`config.mk`:
```
export PLATFORM = sky130hd
export DESIGN_NAME = fetch_stage
export DESIGN_NICKNAME = d
export VERILOG_FILES = /design/src/rtl/fetch_stage.sv
export SDC_FILE = /design/constraint.sdc
export NUM_CORES = 1
export LEC_CHECK = 0
export ABC_AREA = 0
export BUFFER_PORTS_ARGS = -buffer_cell sky130_fd_sc_hd__clkbuf_2
export CAP_MARGIN = 10
export CORE_MARGIN = 4
export CORE_UTILIZATION = 49
export CTS_BUF_LIST = sky130_fd_sc_hd__clkbuf_8
export CTS_CLUSTER_DIAMETER = 40
export CTS_CLUSTER_SIZE = 30
export DETAILED_ROUTE_END_ITERATION = 7
export PLACE_DENSITY = 0.67
export SLEW_MARGIN = 20
export SYNTH_ARGS = -nofsm -noshare
export SYNTH_HDL_FRONTEND = slang
export SYNTH_SLANG_ARGS = --single-unit
```
`constraint.sdc`:
```
create_clock -name clk -period 3.14 [get_ports clk]
set_clock_uncertainty 0.15 [all_clocks]
set_input_delay 0.471 -clock clk [delete_from_list [all_inputs] [get_ports clk]]
set_output_delay 0.471 -clock clk [all_outputs]
set_load 0.02 [all_outputs]
```
`src/rtl/fetch_stage.sv`:
```
// Instruction-fetch stage: loadable instruction memory, PC and IDLE/RUN/HALT sequencer
// feeding one registered instruction per cycle. Optional issue counter under FETCH_CNT_EN.
module fetch_stage #(
    parameter int              IW         = 17,
    parameter int              DEPTH      = 64,
    parameter int              AW         = 6,
    parameter logic [IW-1:0]   NOP_INSTR  = 17'h00000,
    parameter logic [IW-1:0]   HALT_INSTR = 17'h1FFFF
) (
    input  logic            clk,
    input  logic            rst,
    input  logic            ld_we,
    input  logic [AW-1:0]   ld_addr,
    input  logic [IW-1:0]   ld_data,
    input  logic            start,
    input  logic            stall,
    output logic [IW-1:0]   instr,
    output logic [AW-1:0]   pc,
    output logic            valid,
    output logic            busy,
    output logic            done
`ifdef FETCH_CNT_EN
    ,
    output logic [31:0]     fetched_cnt
`endif
);

    typedef enum logic [1:0] {
        ST_IDLE = 2'd0,
        ST_RUN  = 2'd1,
        ST_HALT = 2'd2
    } state_e;

    localparam logic [AW-1:0] LAST_ADDR = AW'(DEPTH - 1);
    localparam logic [AW-1:0] ZERO_ADDR = {AW{1'b0}};

    state_e          state_q, state_d;
    logic [AW-1:0]   pc_q, pc_d;
    logic [IW-1:0]   instr_q, instr_d;
    logic            valid_q, valid_d;
    logic            busy_q, busy_d;
    logic            done_q, done_d;

    logic [IW-1:0]   mem_q [DEPTH];
    logic [IW-1:0]   rd_word_s;
    logic            ld_ok_s;
    logic            start_ok_s;

    assign rd_word_s  = mem_q[pc_q];
    assign ld_ok_s    = (state_q == ST_IDLE) || (state_q == ST_HALT);
    assign start_ok_s = start && ld_ok_s;

    // Loader port: writes only outside RUN, and never on a reset edge.
    always_ff @(posedge clk) begin
        if (!rst && ld_we && ld_ok_s) begin
            mem_q[ld_addr] <= ld_data;
        end
    end

    // Sequencer next state; every path not issuing a word drives a bubble.
    always_comb begin
        state_d = state_q;
        pc_d    = pc_q;
        instr_d = NOP_INSTR;
        valid_d = 1'b0;
        busy_d  = busy_q;
        done_d  = done_q;
        case (state_q)
            ST_IDLE, ST_HALT: begin
                if (start_ok_s) begin
                    state_d = ST_RUN;
                    pc_d    = ZERO_ADDR;
                    busy_d  = 1'b1;
                    done_d  = 1'b0;
                end else begin
                    state_d = state_q;
                    pc_d    = pc_q;
                    busy_d  = 1'b0;
                    done_d  = (state_q == ST_HALT);
                end
            end
            ST_RUN: begin
                // Stall outranks the sentinel so a stalled HALT word halts later.
                if (stall) begin
                    pc_d = pc_q;
                end else if (rd_word_s == HALT_INSTR) begin
                    state_d = ST_HALT;
                    busy_d  = 1'b0;
                    done_d  = 1'b1;
                end else if (pc_q == LAST_ADDR) begin
                    instr_d = rd_word_s;
                    valid_d = 1'b1;
                    state_d = ST_HALT;
                    busy_d  = 1'b0;
                    done_d  = 1'b1;
                end else begin
                    instr_d = rd_word_s;
                    valid_d = 1'b1;
                    pc_d    = pc_q + {{(AW-1){1'b0}}, 1'b1};
                end
            end
            default: begin
                state_d = ST_IDLE;
                pc_d    = ZERO_ADDR;
                busy_d  = 1'b0;
                done_d  = 1'b0;
            end
        endcase
    end

    // State and output registers.
    always_ff @(posedge clk) begin
        if (rst) begin
            state_q <= ST_IDLE;
            pc_q    <= ZERO_ADDR;
            instr_q <= NOP_INSTR;
            valid_q <= 1'b0;
            busy_q  <= 1'b0;
            done_q  <= 1'b0;
        end else begin
            state_q <= state_d;
            pc_q    <= pc_d;
            instr_q <= instr_d;
            valid_q <= valid_d;
            busy_q  <= busy_d;
            done_q  <= done_d;
        end
    end

    assign instr = instr_q;
    assign pc    = pc_q;
    assign valid = valid_q;
    assign busy  = busy_q;
    assign done  = done_q;

`ifdef FETCH_CNT_EN
    logic [31:0] cnt_q, cnt_d;

    // Issue counter restarts with every accepted start.
    always_comb begin
        if (start_ok_s) begin
            cnt_d = 32'd0;
        end else if (valid_d) begin
            cnt_d = cnt_q + 32'd1;
        end else begin
            cnt_d = cnt_q;
        end
    end

    // Counter register.
    always_ff @(posedge clk) begin
        if (rst) begin
            cnt_q <= 32'd0;
        end else begin
            cnt_q <= cnt_d;
        end
    end

    assign fetched_cnt = cnt_q;
`endif

endmodule

```
# Yosys cells after proc, flatten, opt, wreduce, memory -nomap -nowiden
# Memory sizes are Yosys's and may differ from the RTL's. A register that Yosys moved wholly into a read port is not among the register bits.
# Index checks and enable logic that the tools add are counted.
[word_totals]
elab_cells = 55
in_bits = 28
register_bits = 28
out_inout_bits = 26
ramBits = 1088
memories = 1
[op_classes]
eq_ne = 9
n_addsub = 1
n_bitwise = 1
n_reduce_logical = 12
n_mux = 25
[mem_list]
columns = ["memory", "words", "width", "rd", "rd_clocked_by_memory_dff", "write_ports", "line_no", "source"]
rows = [
  ["mem_q", 64, 17, 1, 1, 1, "44", "logic [IW-1:0] mem_q [DEPTH];"],
]
[op_table]
columns = ["cell", "count"]
rows = [
  ["$mux W6", 6],
  ["$eq A17 B17 Y1 const B", 1],
  ["$pmux W6 S2", 1],
  ["$mux W1", 11],
  ["$mux W2", 4],
  ["$ne A2 B2 Y1 const B", 4],
  ["$add A6 B1 Y6 const B", 1],
  ["$eq A6 B6 Y1 const B", 1],
  ["$pmux W1 S2", 2],
  ["$pmux W2 S2", 1],
  ["$reduce_and A4 Y1", 1],
  ["$reduce_or A4 Y1", 1],
  ["$logic_and A1 B1 Y1", 3],
  ["$ne A3 B3 Y1 const B", 1],
  ["$reduce_and A3 Y1", 1],
  ["$reduce_or A3 Y1", 1],
  ["$eq A2 B1 Y1 const B", 1],
  ["$eq A2 B2 Y1 const B", 1],
  ["$logic_not A2 Y1", 1],
  ["$reduce_and A2 Y1", 1],
  ["$reduce_or A2 Y1", 1],
  ["$logic_not A1 Y1", 1],
  ["$logic_or A1 B1 Y1", 1],
  ["$not A1 Y1", 1],
]

# Depth between registers and ports, before layout
# Gate-level depths: netlist of the first run.
[logic_depth]
word_depth = 7
mapped_depth = 17
mapped_depth_nobuf = 9

# Least setup slack after synthesis of the first run
# Ideal clock, no wire load.
[synth_path]
kind = "flip-flop to flip-flop"
from = "register with a tool-made name"
to = "register done_q (netlist: done)"
required_ns = 2.870
synth_period_minus_slack_ns = 2.957
path_buffers = 4
t_arrival_ns = 2.688
path_stages_with_launch = 13
setup_time_ns = 0.120
slack_ns = 0.183
cell_sequence = "dfxtp_1 -> buf_4 -> buf_6 -> buf_6 -> mux4_2 -> mux4_2 -> nor2_1 -> o22ai_1 -> nand4_1 -> nor4_2 -> buf_4 -> or2_1 -> o31a_1"
[synth_rtl]
columns = ["element", "line_no", "source"]
rows = [
  ["end signal: assignment", "126", "done_q <= done_d;"],
  ["end: declaration", "42", "logic done_q, done_d;"],
]

==> flow_summary.toml, run 1 <==
[clock_tree]
cts_root_buffer = "clkbuf_8"
cts_tree = "done"
path_clk_slew_ns = 0.09
h-tree-depth = 4
worstSkewPairLatency_ns = 0.82
cts.sinks = 1122
clockBufferDepth = 3
numCtsBuffers = 131

[synthesis]
netlist-cell-type-count = 70
synth-seq-cells = 1122
async_reset_ff_share_pct = 0
ys_seq_area_share_pct = 76.9
syn_area_um2 = 43400
synth_edf_count = 1088
synth_top_area_share_pct = 75.3
avgSynthCellArea_um2 = 21.5
synth_top_area_cell = "edfxtp_1"
yosysWarnings = 0
synth_cells = 2013
synth_ff_type = "edfxtp_1"
synth_fp_nets = 2042
synthTopCellsByArea = "edfxtp_1 75%, mux4_2 14%, mux2i_1 2.0%"

[sta]
setup_viol_count_final = 34
rsz0062_at_grt = "yes"
hold_viol = 0
fin_ws_ns = -0.308
final.min_clock_period_ns = 3.45
setup-tns-final_ns = -7.37
timing.final.crit_share_pct = 110
max_freq_ghz = 0.290
report.final.slew_viol_count = 0
tightest_slew_ns = 1.08
slew_headroom_pct = 27.7

[critical_path]
start_kind = "flop"
critPathKind = "reg -> reg"
worstPathMaxFanout = 11
r2r_cells = 14
arrival_ns = 4.03
cp-end-kind = "flop"
cp_data_required_time_ns = 3.73

[placed_design]
place_hpwl_um = 76100
gp_congestion = 0.985
dpl_cell_area_um2 = 47900
port_buffers = 53
dp_cells = 3502

[power_and_ir_drop]
leakage_nw = 17.1
peakVddDrop_mv = 0.407
powerDensity_nw_per_um2 = 631

[cells_and_area]
final_common_cell = "edfxtp_1"
seqCellArea_um2 = 33400
layout.cells.non_filler = 3791
area_growth_pct = 20.2
multi_input_area_um2 = 9810
utilization_pct = 59.7
layout_common_cells = "1088 x edfxtp_1, 351 x buf_4, 261 x mux4_2, 135 x clkbuf_8, 97 x nand2_1"
layout-drive-gt1-share_pct = 41.8
fin_area_um2 = 52100
nets = 2559
fillerInstances = 6175

[routing]
drc = 0
ant_nets = 0
routed_wl_um = 121000
wl_per_cell_um = 31.8
dr.pass1.iters = 5
drt-vias-per-instance = 6.21
drtIter0Drc = 3298
vias = 23600

[die]
dieArea_um2 = 93300
ios = 54
die-height_um = 306
die_w_um = 306
core_region_area_um2 = 87300
initial_core_util_pct = 49.7
core.rowCount = 108

[run_status]
violations = "negative setup slack"
outcome = "finished, violations left"

[global_route]
grt_pass1_wl_um = 172000
grt_usage_pct = 26.0
grt_overflow = 0
grt_max_degree = 65
grt_pass1_vias = 23500
antenna_found_initial = 5

[flow_run]
cap_violations = 0

[min_path]
hold_path_depth = 1
min_path_type = "in -> reg"
[flip-flops by register name, indices dropped and copies added, names as in the netlist, named ones only]
register / count
done: 1
busy: 1
state_q: 2
pc: 6
mem_q: 1088
instr: 17
valid: 1
[cell type report]
class                           instances  share of cell area (%)
Multi-Input combinational cell        775                    18.8
Sequential cell                      1122                    64.0
Clock inverter                        102                    2.02
Timing Repair Buffer                  491                    8.75
Inverter                                9                  0.0840
Clock buffer                          135                    3.56
Antenna cell                            2                 0.00960
Tap cell                             1155                    2.77
[final timing paths]
check	from	endpoint	slack [ns]
min	ld_data[12]	mem_q[46][12]$_DFFE_PP_	0.04
max reg2reg	flop	pc[1]$_SDFFE_PP0P_	-0.31
max	flop	pc[1]$_SDFFE_PP0P_	-0.31
min reg2reg	busy$_SDFFE_PP0P_	busy$_SDFFE_PP0P_	0.36
[metrics by stage]
step	power (W)	hold slack, ns	setup WS, ns
after floorplan	0.0193	0.379	0.183
after global placement	0.0213	0.331	-0.487
after detailed placement	0.0213	0.346	-0.495
after CTS	0.0330	0.00363	-0.301
after global routing	0.0340	0.0122	-0.359
final	0.0329	0.0387	-0.308
[per-layer routing]
layer | global-route usage, % | share of wire, %
met4 | 8.48 | 3.2
met1 | 38.5 | 39
met3 | 7.06 | 12
met2 | 38.1 | 45
met5 | 0 | 0
[kinds of logic (layout without fill, tap and decap cells)]
logic type	Yosys count	count (layout)	share of synthesized area (%)
buf+inv	116	737	1.86
mux	366	366	16.1
fa+ha+maj	1	1	0.0288
simple gates	276	276	2.88
other cells	0	2	0
compound gates	132	132	2.20
flops	1122	1122	76.9
[critical path: stages, from the launching register on]
cell	delay (ns)
dfxtp_4	0.38
buf_12	0.16
buf_16	0.17
buf_4	0.15
mux4_2	0.36
nand2_1	0.07
a32oi_1	0.24
nand3_2	0.17
a222oi_1	0.44
nand4_1	0.22
nor4_4	0.26
buf_6	0.20
buf_6	0.11
nand2b_4	0.11
a32o_1	0.17
[synth_stat cells (all sizes together), types with 3 or more instances]
cell,count
mux2,16
o221ai,9
or3,9
nand2b,9
a221oi,9
nand4,6
inv,7
clkbuf,22
nor4,3
o21ai,19
a32o,7
nand3,18
nand3b,3
nor2b,15
nand2,100
o211ai,5
nor2,94
a211oi,6
o22ai,13
o2bb2ai,3
a32oi,11
mux2i,86
mux4,264
a31oi,6
nor3,7
buf,85
dfxtp,34
edfxtp,1088
or3b,3
a21oi,20
[where the power goes]
group | switching, W | internal [W]
sequential | 0.0000463 | 0.0164
combinational | 0.00267 | 0.00274
clock | 0.00565 | 0.00536
total | 0.00837 | 0.0245
[repair_timing]
action	CTS	global route
buffers inserted	27	10
endpoints found under the setup margin	34	34
pin swaps	21	17
hold endpoints to repair	37	0
hold buffers	7	0
cloned	9	1
gates resized for setup	113	36
No activity file was read; power rests on OpenSTA's default activity.
==> run 2: changes to the inputs <==
Settings changed: CELL_PAD_IN_SITES_DETAIL_PLACEMENT set to 1, CELL_PAD_IN_SITES_GLOBAL_PLACEMENT set to 1, PLACE_DENSITY 0.67 to not set, PLACE_DENSITY_LB_ADDON set to 0.1.
==> run 2 against run 1 <==
The run still ends with negative setup slack left. Sequential cell count unchanged. Non-clock buffer count rose by 2. Hold slack improved by 0.14 ns. Count of clock-buffer cells in the layout increased by 19. Register-to-register slack got worse by 0.31 ns. Die area stayed put. Sequential share of layout area about the same. Fmax shrank 8.1%. Total power increased by 1.3%. Cell area about the same.
==> flow_summary.toml, run 2 (same netlist as run 1, synthesis figures left out) <==
[run_status]
outcome = "finished, violations left"
violations = "negative setup slack"

[routing]
routed_wl_um = 133000
dr.pass1.iters = 5
ant_nets = 0
drc = 0
vias = 23800
wl_per_cell_um = 34.7
drtIter0Drc = 3301
drt-vias-per-instance = 6.21

[cells_and_area]
final_common_cell = "edfxtp_1"
regMostFlops = "mem_q"
layout_common_cells = "1088 x edfxtp_1, 348 x buf_4, 261 x mux4_2, 154 x clkbuf_8, 99 x nand2_1"
fillerInstances = 7469
fin_area_um2 = 52200
largest_reg_flops = 1088
layout-drive-gt1-share_pct = 42.1
area_growth_pct = 20.3
nets = 2576

[placed_design]
gp_congestion = 0.928
place_hpwl_um = 84700
dpl_cell_area_um2 = 48000
port_buffers = 53

[critical_path]
cp-end-kind = "flop"
r2r_end = "instr[14]$_SDFF_PP0_"
rrSetupSlack_ns = -0.61
arrival_ns = 4.31
cp_data_required_time_ns = 3.69
worstPathMaxFanout = 7
r2r_cells = 15
start_kind = "flop"
critPathKind = "reg -> reg"

[die]
initial_core_util_pct = 49.7
core_region_area_um2 = 87300
die-height_um = 306
core.rowCount = 108
dieArea_um2 = 93300
ios = 54
die_w_um = 306

[power_and_ir_drop]
leakage_nw = 17.2
peakVddDrop_mv = 0.419
power_w = 0.0333
powerDensity_nw_per_um2 = 639

[sta]
timing.final.crit_share_pct = 120
setup_viol_count_final = 34
max_freq_ghz = 0.266
tightest_slew_ns = 1.12
final.min_clock_period_ns = 3.75
hold_viol = 0
slew_headroom_pct = 25.1
rsz0062_at_grt = "yes"
fin_ws_ns = -0.614
report.final.slew_viol_count = 0

[min_path]
min_to = "mem_q[50][11]$_DFFE_PP_"
min-delay-start = "ld_data[11]"
hold_path_depth = 2
min_path_type = "in -> reg"

[clock_tree]
cts.sinks = 1122
path_clk_slew_ns = 0.09
clockBufferDepth = 3
h-tree-depth = 4
numCtsBuffers = 146
worstSkewPairLatency_ns = 0.84
cts_tree = "done"
cts_root_buffer = "clkbuf_8"

[global_route]
grt_max_degree = 65
grt_pass1_vias = 24900
grt_usage_pct = 28.7
grt_overflow = 0
antenna_found_initial = 6
grt_pass1_wl_um = 189000

[flow_run]
cap_violations = 0
[run 2: cell types whose count changed in the layout (fill, tap and decap cells not counted), moves of 5 or more]
| cell | before | now |
|---|---|---|
| nor2_2 | 45 | 66 |
| nor2_1 | 46 | 24 |
| clkinvlp_4 | 11 | 18 |
| buf_12 | 52 | 57 |
| clkbuf_8 | 135 | 154 |
| clkinv_1 | 11 | 19 |
| buf_16 | 9 | 4 |
| clkinv_4 | 11 | 17 |
[run 2: metal layers]
layer / share of wire [%] / vias up / GRT usage [%] / routed length [µm]
li1: - / 9492 / - / -
met1: 42 / 12900 / 42.4 / 55400
met2: 47 / 1162 / 44.1 / 62100
met3: 8.7 / 201 / 5.92 / 11600
met4: 2.8 / 0 / 8.25 / 3720
met5: 0 / - / 0 / 0
[run 2: critical path, cell delays in order (launching register included)]
cell	delay, ns
dfxtp_4	0.43
buf_6	0.19
buf_12	0.15
buf_6	0.11
mux4_2	0.36
nor2_4	0.06
o31ai_2	0.26
o211ai_1	0.20
a222oi_1	0.42
nand4_1	0.23
nor4_4	0.34
buf_6	0.15
buf_12	0.11
nand2b_4	0.21
buf_8	0.17
nor2b_1	0.06
[run 2: area by class of cell]
cell class | count | area (µm²) | share of cell area [%]
tap | 1155 | 1450 | 2.77
clock buffer | 154 | 2120 | 4.06
antenna | 3 | 7.51 | 0.0144
timing repair buffer | 493 | 4520 | 8.66
clock inverter | 116 | 1010 | 1.93
inverter | 9 | 36.3 | 0.0696
multi-input combinational | 775 | 9670 | 18.5
sequential | 1122 | 33400 | 64.0
[run 2: per-stage QoR]
| stage | instances | utilization [%] | setup TNS, ns | worst slack (ns) | hold WS, ns |
|---|---|---|---|---|---|
| final | 3827 | 59.8 | -18.13 | -0.614 | 0.176 |
| after global routing | 3826 | 59.8 | -21.38 | -0.707 | 0.177 |
| after CTS | 3817 | 59.6 | -16.70 | -0.559 | 0.0855 |
| after detailed placement | 3487 | 55.0 | -22.55 | -0.826 | 0.371 |
| after global placement | 3487 | 55.0 | -22.57 | -0.817 | 0.347 |
| after floorplan | 2013 | - | 0 | 0.183 | 0.379 |
[run 2: how the worst max path moves through the flow]
stage | to
after global routing | instr[14]$_SDFF_PP0_
after global placement | instr[13]$_SDFF_PP0_
after CTS | instr[13]$_SDFF_PP0_
final | instr[14]$_SDFF_PP0_
after floorplan | done$_SDFFE_PP0P_
after detailed placement | instr[6]$_SDFF_PP0_
[run 2: power by group]
part	leakage (nW)	internal, W	switching, W
Sequential	10.1	0.0164	0.0000696
Clock	1.60	0.00562	0.00592
Combinational	5.50	0.00272	0.00256
[run 2: timing repair]
item	in CTS	in global routing
setup endpoints to repair	34	34
cloned	5	0
pin swaps	16	11
hold buffers	9	0
resized for setup	77	32
buffers inserted	49	11
endpoints found under the hold margin	106	0
